==> src/rtl/types_pkg.sv <==
// Shared issue-side types for the integer-M pipe: RS payload, FU ids and
// the M-extension func3 encodings used by the multiply/divide unit.
package types_pkg;

    typedef enum logic [2:0] {
        FU_ALU    = 3'd0,
        FU_BRANCH = 3'd1,
        FU_LSU    = 3'd2,
        FU_MULDIV = 3'd3
    } fu_t;

    typedef struct packed {
        fu_t        fu;
        logic [2:0] func3;
        logic [6:0] ps1;
        logic [6:0] ps2;
        logic [6:0] pd;
        logic [4:0] rob_index;
    } rs_data;

    localparam logic [2:0] F3_MUL    = 3'b000;
    localparam logic [2:0] F3_MULH   = 3'b001;
    localparam logic [2:0] F3_MULHSU = 3'b010;
    localparam logic [2:0] F3_MULHU  = 3'b011;
    localparam logic [2:0] F3_DIV    = 3'b100;
    localparam logic [2:0] F3_DIVU   = 3'b101;
    localparam logic [2:0] F3_REM    = 3'b110;
    localparam logic [2:0] F3_REMU   = 3'b111;

    typedef enum logic [2:0] {
        MD_IDLE  = 3'd0,
        MD_MUL   = 3'd1,
        MD_DIV   = 3'd2,
        MD_DIVSP = 3'd3,
        MD_DONE  = 3'd4
    } muldiv_state_t;

endpackage

==> src/rtl/muldiv_fu_div.sv <==
// Iterative radix-2 restoring divider: one quotient bit per cycle on operand
// magnitudes, signs restored on the final step.
module div_iter #(
    parameter int XLEN = 32
) (
    input  logic            clk,
    input  logic            reset,
    input  logic            start,
    input  logic            abort,
    input  logic            is_signed,
    input  logic [XLEN-1:0] dividend,
    input  logic [XLEN-1:0] divisor,
    output logic            done,
    output logic [XLEN-1:0] quotient,
    output logic [XLEN-1:0] remainder
);

    localparam int CW = $clog2(XLEN);

    logic            busy;
    logic [CW-1:0]   count;
    logic            neg_q, neg_r;
    logic [XLEN-1:0] quo, rem, dvsr;
    logic [XLEN:0]   trial, diff;
    logic            q_bit;
    logic [XLEN-1:0] quo_nx, rem_nx;

    function automatic logic [XLEN-1:0] mag(input logic sgn, input logic [XLEN-1:0] v);
        return (sgn && v[XLEN-1]) ? -v : v;
    endfunction

    // quo starts as the dividend and shifts quotient bits in from the right
    always_comb begin
        trial  = {rem, quo[XLEN-1]};
        diff   = trial - {1'b0, dvsr};
        q_bit  = !diff[XLEN];
        rem_nx = q_bit ? diff[XLEN-1:0] : trial[XLEN-1:0];
        quo_nx = {quo[XLEN-2:0], q_bit};
    end

    assign done      = busy && (count == '0);
    assign quotient  = neg_q ? -quo_nx : quo_nx;
    assign remainder = neg_r ? -rem_nx : rem_nx;

    always_ff @(posedge clk) begin
        if (reset || abort) begin
            busy  <= 1'b0;
            count <= '0;
        end else if (start) begin
            busy  <= 1'b1;
            count <= CW'(XLEN - 1);
        end else if (busy) begin
            if (count == '0) busy <= 1'b0;
            else             count <= count - 1'b1;
        end
    end

    always_ff @(posedge clk) begin
        if (start) begin
            quo   <= mag(is_signed, dividend);
            rem   <= '0;
            dvsr  <= mag(is_signed, divisor);
            neg_q <= is_signed && (dividend[XLEN-1] ^ divisor[XLEN-1]);
            neg_r <= is_signed && dividend[XLEN-1];
        end else if (busy) begin
            quo <= quo_nx;
            rem <= rem_nx;
        end
    end

endmodule

==> src/rtl/muldiv_fu.sv <==
// Integer-M multiply/divide functional unit: 2-cycle multiply, iterative
// divide, result held for the CDB with mispredict kill by ROB age.
module muldiv_fu import types_pkg::*; #(
    parameter int XLEN      = 32,
    parameter int ROB_DEPTH = 16
) (
    input  logic            clk,
    input  logic            reset,
    input  rs_data          data_in,
    input  logic            fu_issued,
    output logic            fu_ready,
    output logic [6:0]      ps1_addr,
    output logic [6:0]      ps2_addr,
    input  logic [XLEN-1:0] ps1_data,
    input  logic [XLEN-1:0] ps2_data,
    input  logic            mispredict,
    input  logic [4:0]      mispredict_tag,
    input  logic [4:0]      rob_head,
    output logic            wb_valid,
    output logic [6:0]      wb_pd,
    output logic [XLEN-1:0] wb_data,
    output logic [4:0]      wb_rob_index,
    input  logic            wb_grant
);

    muldiv_state_t state, state_next;

    logic [6:0]      pd_r;
    logic [4:0]      rob_r;
    logic [2:0]      f3_r;
    logic [XLEN-1:0] a_r, b_r, result_r;

    // age relative to the ROB head, so the wrap point never confuses order
    function automatic logic [4:0] rob_age(input logic [4:0] idx, input logic [4:0] head);
        return (idx - head) & 5'(ROB_DEPTH - 1);
    endfunction

    logic issue_kill, inflight_kill, accept;
    assign issue_kill    = mispredict && (rob_age(data_in.rob_index, rob_head) > rob_age(mispredict_tag, rob_head));
    assign inflight_kill = (state != MD_IDLE) && mispredict &&
                           (rob_age(rob_r, rob_head) > rob_age(mispredict_tag, rob_head));
    assign accept        = (state == MD_IDLE) && fu_issued && !issue_kill;

    assign ps1_addr = data_in.ps1;
    assign ps2_addr = data_in.ps2;

    logic            is_div_in, in_signed, div_zero, div_ovf, div_special;
    logic [XLEN-1:0] special_res;
    assign is_div_in   = data_in.func3[2];
    assign in_signed   = !data_in.func3[0];
    assign div_zero    = (ps2_data == '0);
    assign div_ovf     = in_signed && (ps1_data == {1'b1, {(XLEN-1){1'b0}}}) && (ps2_data == '1);
    assign div_special = is_div_in && (div_zero || div_ovf);

    // func3[1] selects remainder over quotient for the divide group
    always_comb begin
        special_res = '0;
        if (div_zero) special_res = data_in.func3[1] ? ps1_data : '1;
        else          special_res = data_in.func3[1] ? '0 : ps1_data;
    end

    logic                     a_sgn, b_sgn;
    logic signed [XLEN:0]     a_ext, b_ext;
    logic signed [2*XLEN+1:0] prod;
    assign a_sgn = (f3_r != F3_MULHU);
    assign b_sgn = (f3_r == F3_MUL) || (f3_r == F3_MULH);
    assign a_ext = {a_sgn & a_r[XLEN-1], a_r};
    assign b_ext = {b_sgn & b_r[XLEN-1], b_r};
    assign prod  = (2*XLEN+2)'(a_ext) * (2*XLEN+2)'(b_ext);

    logic unused_bits;
    assign unused_bits = ^{data_in.fu, prod[2*XLEN+1:2*XLEN]};

    logic            div_done;
    logic [XLEN-1:0] div_q, div_r;

    div_iter #(.XLEN(XLEN)) u_div (
        .clk       (clk),
        .reset     (reset),
        .start     (accept && is_div_in && !div_special),
        .abort     (inflight_kill),
        .is_signed (in_signed),
        .dividend  (ps1_data),
        .divisor   (ps2_data),
        .done      (div_done),
        .quotient  (div_q),
        .remainder (div_r)
    );

    always_comb begin
        state_next = state;
        fu_ready   = 1'b0;
        case (state)
            MD_IDLE: begin
                fu_ready = !fu_issued;
                if (accept) begin
                    if (!is_div_in)      state_next = MD_MUL;
                    else if (div_special) state_next = MD_DIVSP;
                    else                  state_next = MD_DIV;
                end
            end
            MD_MUL, MD_DIVSP: state_next = MD_DONE;
            MD_DIV:           if (div_done) state_next = MD_DONE;
            MD_DONE:          if (wb_grant) state_next = MD_IDLE;
            default:          state_next = MD_IDLE;
        endcase
        if (inflight_kill) state_next = MD_IDLE;
    end

    always_ff @(posedge clk) begin
        if (reset) begin
            state    <= MD_IDLE;
            pd_r     <= '0;
            rob_r    <= '0;
            result_r <= '0;
        end else begin
            state <= state_next;
            if (accept) begin
                pd_r  <= data_in.pd;
                rob_r <= data_in.rob_index;
            end
            if (accept && div_special)
                result_r <= special_res;
            else if (state == MD_MUL)
                result_r <= (f3_r == F3_MUL) ? prod[XLEN-1:0] : prod[2*XLEN-1:XLEN];
            else if (state == MD_DIV && div_done)
                result_r <= f3_r[1] ? div_r : div_q;
        end
    end

    always_ff @(posedge clk) begin
        if (accept) begin
            f3_r <= data_in.func3;
            a_r  <= ps1_data;
            b_r  <= ps2_data;
        end
    end

    // a kill in the DONE cycle must win over a same-cycle grant
    assign wb_valid     = (state == MD_DONE) && !inflight_kill;
    assign wb_pd        = pd_r;
    assign wb_rob_index = rob_r;
    assign wb_data      = result_r;

endmodule

==> config.mk <==
export PLATFORM = sky130hd
export DESIGN_NAME = muldiv_fu
export DESIGN_NICKNAME = d
export VERILOG_FILES = /design/src/rtl/types_pkg.sv /design/src/rtl/muldiv_fu_div.sv /design/src/rtl/muldiv_fu.sv
export SDC_FILE = /design/constraint.sdc
export NUM_CORES = 2
export LEC_CHECK = 0
export CAP_MARGIN = 10
export CORE_AREA = 2 2 358 360
export CTS_BUF_LIST = sky130_fd_sc_hd__clkbuf_8 sky130_fd_sc_hd__clkbuf_16
export DETAILED_ROUTE_END_ITERATION = 12
export DIE_AREA = 0 0 360 362
export GPL_TIMING_DRIVEN = 0
export PLACE_DENSITY = 0.62
export RECOVER_POWER = 100
export SYNTH_ARGS = -nofsm -noshare
export SYNTH_HDL_FRONTEND = slang
export SYNTH_SLANG_ARGS = --single-unit
==> constraint.sdc <==
create_clock -name clk -period 11 [get_ports clk]
set_input_delay 1.1 -clock clk [delete_from_list [all_inputs] [get_ports clk]]
set_output_delay 1.1 -clock clk [all_outputs]
set_load 0.02 [all_outputs]
==> reports/results.tsv <==
stage	metric	value	unit
critical_path	Critical Path Source	a_r[13]$_DFFE_PP_	
global_route	global-route wire length before repair	307	mm
synthesis	number of cells produced by synthesis	5951	
clock_tree	Max clock buf depth	3	
clock_tree	clock tree from TritonCTS	done	
finish	share of final-layout standard cells stronger than drive strength 1	2.01	%
die	floorplan die width	360	µm
finish	core occupancy in the finished layout	45.4	%
clock_tree	clock edge transition at the registers on the reported setup and hold paths	0.07	ns
timing	f_max	0.0932	GHz
synthesis	post-synthesis cell area	0.0528	mm²
timing	unrepaired setup endpoints after global routing	no	
critical_path	FF-to-FF Start	a_r[13]$_DFFE_PP_	
route	Avg Vias per Cell	5.60	
critical_path	crit-path max cell delay	0.90	ns
finish	total number of nets in the final design	7647	
route	detailed-route via count	43900	
die	starting density of the core	41.7	%
clock_tree	count of H-tree levels built during CTS	1	
route	final routed DRC violation total	0	
placement	Detail Placement HPWL	175	mm
finish	area occupied by registers	0.00570	mm²
timing	# setup viols final	0	
finish	area used by multi-input combinational logic	0.0411	mm²
synthesis	count of flip-flops with a built-in enable after synthesis	133	
die	Die H	362	µm
clock_tree	number of clock sinks	218	
hold_path	Hold Path Class	reg2reg	
clock_tree	number of buffers added by the clock tree synthesis step	26	
timing	final hold violations	0	
timing	Max-Slew Margin vs Limit	-121	%
placement	final weighted congestion of routability-driven global placement	1.04	
die	I/O pin count	171	
timing	ratio of final minimum period to clock period	97.6	%
critical_path	signal arrival time at the worst endpoint	11.18	ns
synthesis	Synth Area per Inst	8.88	µm²
critical_path	Crit Path Max Fanout	10	
placement	Port Buffers	151	
synthesis	Primary FF master, synth	edfxtp_1	
clock_tree	clock insertion delay at the later pin of the skew report	0.58	ns
synthesis	nets in the synthesized netlist	7457	
global_route	number of global-route vias before repair	45500	
global_route	total overflow reported by the global router	0	
timing	time the worst path needs with I/O delays and setup	10.73	ns
route	Detailed Routing Iterations Pass 1	7	
finish	synthesis-to-finish area growth	8.79	%
synthesis	number of synthesis warnings	0	
synthesis	library cells used by synthesis	88	
critical_path	library cell contributing the largest single delay on the critical path	clkbuf_1	
global_route	GRT Overall Usage	32.3	%
status	result of the run	finished with violations	
synthesis	sequential fraction of the synthesis area	10.8	%
synthesis	#FFs+latches synth	218	
die	Rows	131	
finish	layout filler cell count	12500	
critical_path	crit path capture type	register	
route	detailed-route wire length	208	mm
timing	final-report max-slew violation count	117	
critical_path	CP dominant cell by count	fa_1	
critical_path	Worst EP required	11.44	ns
global_route	largest net degree at the start of global routing	56	
timing	Worst-Margin Slew	3.31	ns
global_route	number of antenna violations at the first check in global routing	17	
die	area of the core	0.127	mm²
timing	Max Clock Skew	0.0179	ns
die	Die Outline Area	0.130	mm²
hold_path	hold_sp	wb_pd[5]$_SDFFE_PP0P_	
run	maxcap violations	3	
route	Final ANT Viol Nets	0	
route	Starting DRT DRC Count	4674	
clock_tree	clk root buf	clkbuf_16	
critical_path	crit path kind	reg2reg	
critical_path	startpoint types	register	
synthesis	Async SR Flop Fraction	0	%
timing	Total Negative Setup Slacks	0	ns
status	failing checks	max-capacitance violations, max-slew violations	
route	detailed-route wire length per cell	26.6	µm
==> cell usage in the layout (no fill, tap or decap), drive strengths merged, types with 10 or more instances in the layout <==
master,instances
buf,36
and3,25
o31ai,35
o21a,22
clkdlybuf4s50,22
o41ai,17
or4,12
o21ai,176
xor2,103
a21oi,176
or2,21
nor2b,18
nand3,39
a211oi,51
nor2,198
mux2i,32
diode,10
a311oi,11
edfxtp,133
and2,292
clkbuf,324
a21o,62
ha,266
dfxtp,85
nand2b,27
nand2,989
dlygate4sd3,129
nor4,17
xnor2,121
fa,1129
inv,1278
a31oi,31
nor3,52
or3,27
o211ai,26
nand4,21
a221oi,14
==> per-layer routing <==
metal / global-route usage [%] / vias to the layer above / routed length (µm)
met5: 0 / - / 46
met4: 17.7 / 8 / 13900
met3: 7.31 / 502 / 23500
met2: 50.6 / 2536 / 92500
met1: 41.7 / 22300 / 78600
li1: - / 18600 / -
==> what timing repair did <==
action                                  CTS  global route
buffers inserted                          0             7
endpoints found under the setup margin    0             6
hold buffers                              0             0
gates resized for setup                   0             1
==> cell usage after synthesis (21+ instances only) <==
cell / number / area, µm²
a211oi_1: 51 / 383
a21o_1: 62 / 465
a21oi_1: 176 / 881
a31oi_1: 31 / 194
and2_1: 291 / 1820
and3_1: 24 / 150
clkbuf_1: 286 / 1070
dfxtp_1: 85 / 1700
edfxtp_1: 133 / 3990
fa_1: 1129 / 22600
ha_1: 266 / 3330
inv_1: 1272 / 4770
mux2i_1: 32 / 320
nand2_1: 989 / 3710
nand2b_1: 27 / 169
nand3_1: 38 / 190
nand4_1: 21 / 131
nor2_1: 197 / 739
nor3_1: 51 / 255
o211ai_1: 26 / 195
o21a_1: 22 / 165
o21ai_0: 173 / 866
o31ai_1: 35 / 263
or2_2: 21 / 131
or3_1: 26 / 163
xnor2_1: 121 / 1060
xor2_1: 103 / 902
==> metrics by stage <==
stage               instances  hold slack [ns]  cell area (µm²)  setup WS, ns
global route             7827            0.484            57500        0.0471
global placement         7764            0.443            56400         0.354
floorplan                5951            0.474            52800          2.65
finish                   7833            0.459            57500         0.268
detailed placement       7766            0.451            56500         0.339
CTS                      7814            0.460            57400         0.260
==> flip-flops by register name, indices dropped and copies added (netlist names) <==
register / cells
a_r: 32
b_r: 32
u_div.dvsr: 32
u_div.quo: 32
u_div.rem: 32
wb_data: 32
wb_pd: 7
u_div.count: 5
wb_rob_index: 5
f3_r: 3
state: 3
u_div.busy: 1
u_div.neg_q: 1
u_div.neg_r: 1
==> worst paths after layout <==
kind | cells past startpoint | to | slack, ns
worst min-delay path | 2 | wb_pd[5]$_SDFFE_PP0P_ | 0.46
worst min register to register | 2 | wb_pd[5]$_SDFFE_PP0P_ | 0.46
worst max-delay path | 27 | wb_data[16]$_SDFFE_PP0P_ | 0.27
worst max register to register | 27 | wb_data[16]$_SDFFE_PP0P_ | 0.27
==> cell families after synthesis <==
kind of cell	count (synthesis)	synth area share, %
flops	218	10.8
mux	37	0.720
xor+xnor	224	3.71
simple gates	1763	15.3
buf+inv	1592	11.5
fa+ha+maj	1402	49.2
compound gates	715	8.84
==> layout make-up <==
class                      instances  area share [%]
clock inverter                    16           0.346
antenna                           10          0.0435
sequential                       218            9.91
inverter                        1275            8.34
timing repair buffer             162            2.80
tap                             1662            3.62
buffer                           317            2.20
clock buffer                      32            1.28
multi-input combinational       4141            71.5
==> critical path: cells and delay by family, from the launching register on <==
kind	cells	cell delay [ns]
buffers and inverters	5	1.42
adders and majority gates	9	4.49
and+or+nand+nor	5	1.32
DFF	1	0.75
AOI/OAI and AO/OA	7	2.07
xor gates and xnor gates	1	0.51
Power is left out: the tool's default activity adds up to more than one toggle a clock period on the data nets, which glitch-free logic cannot reach.
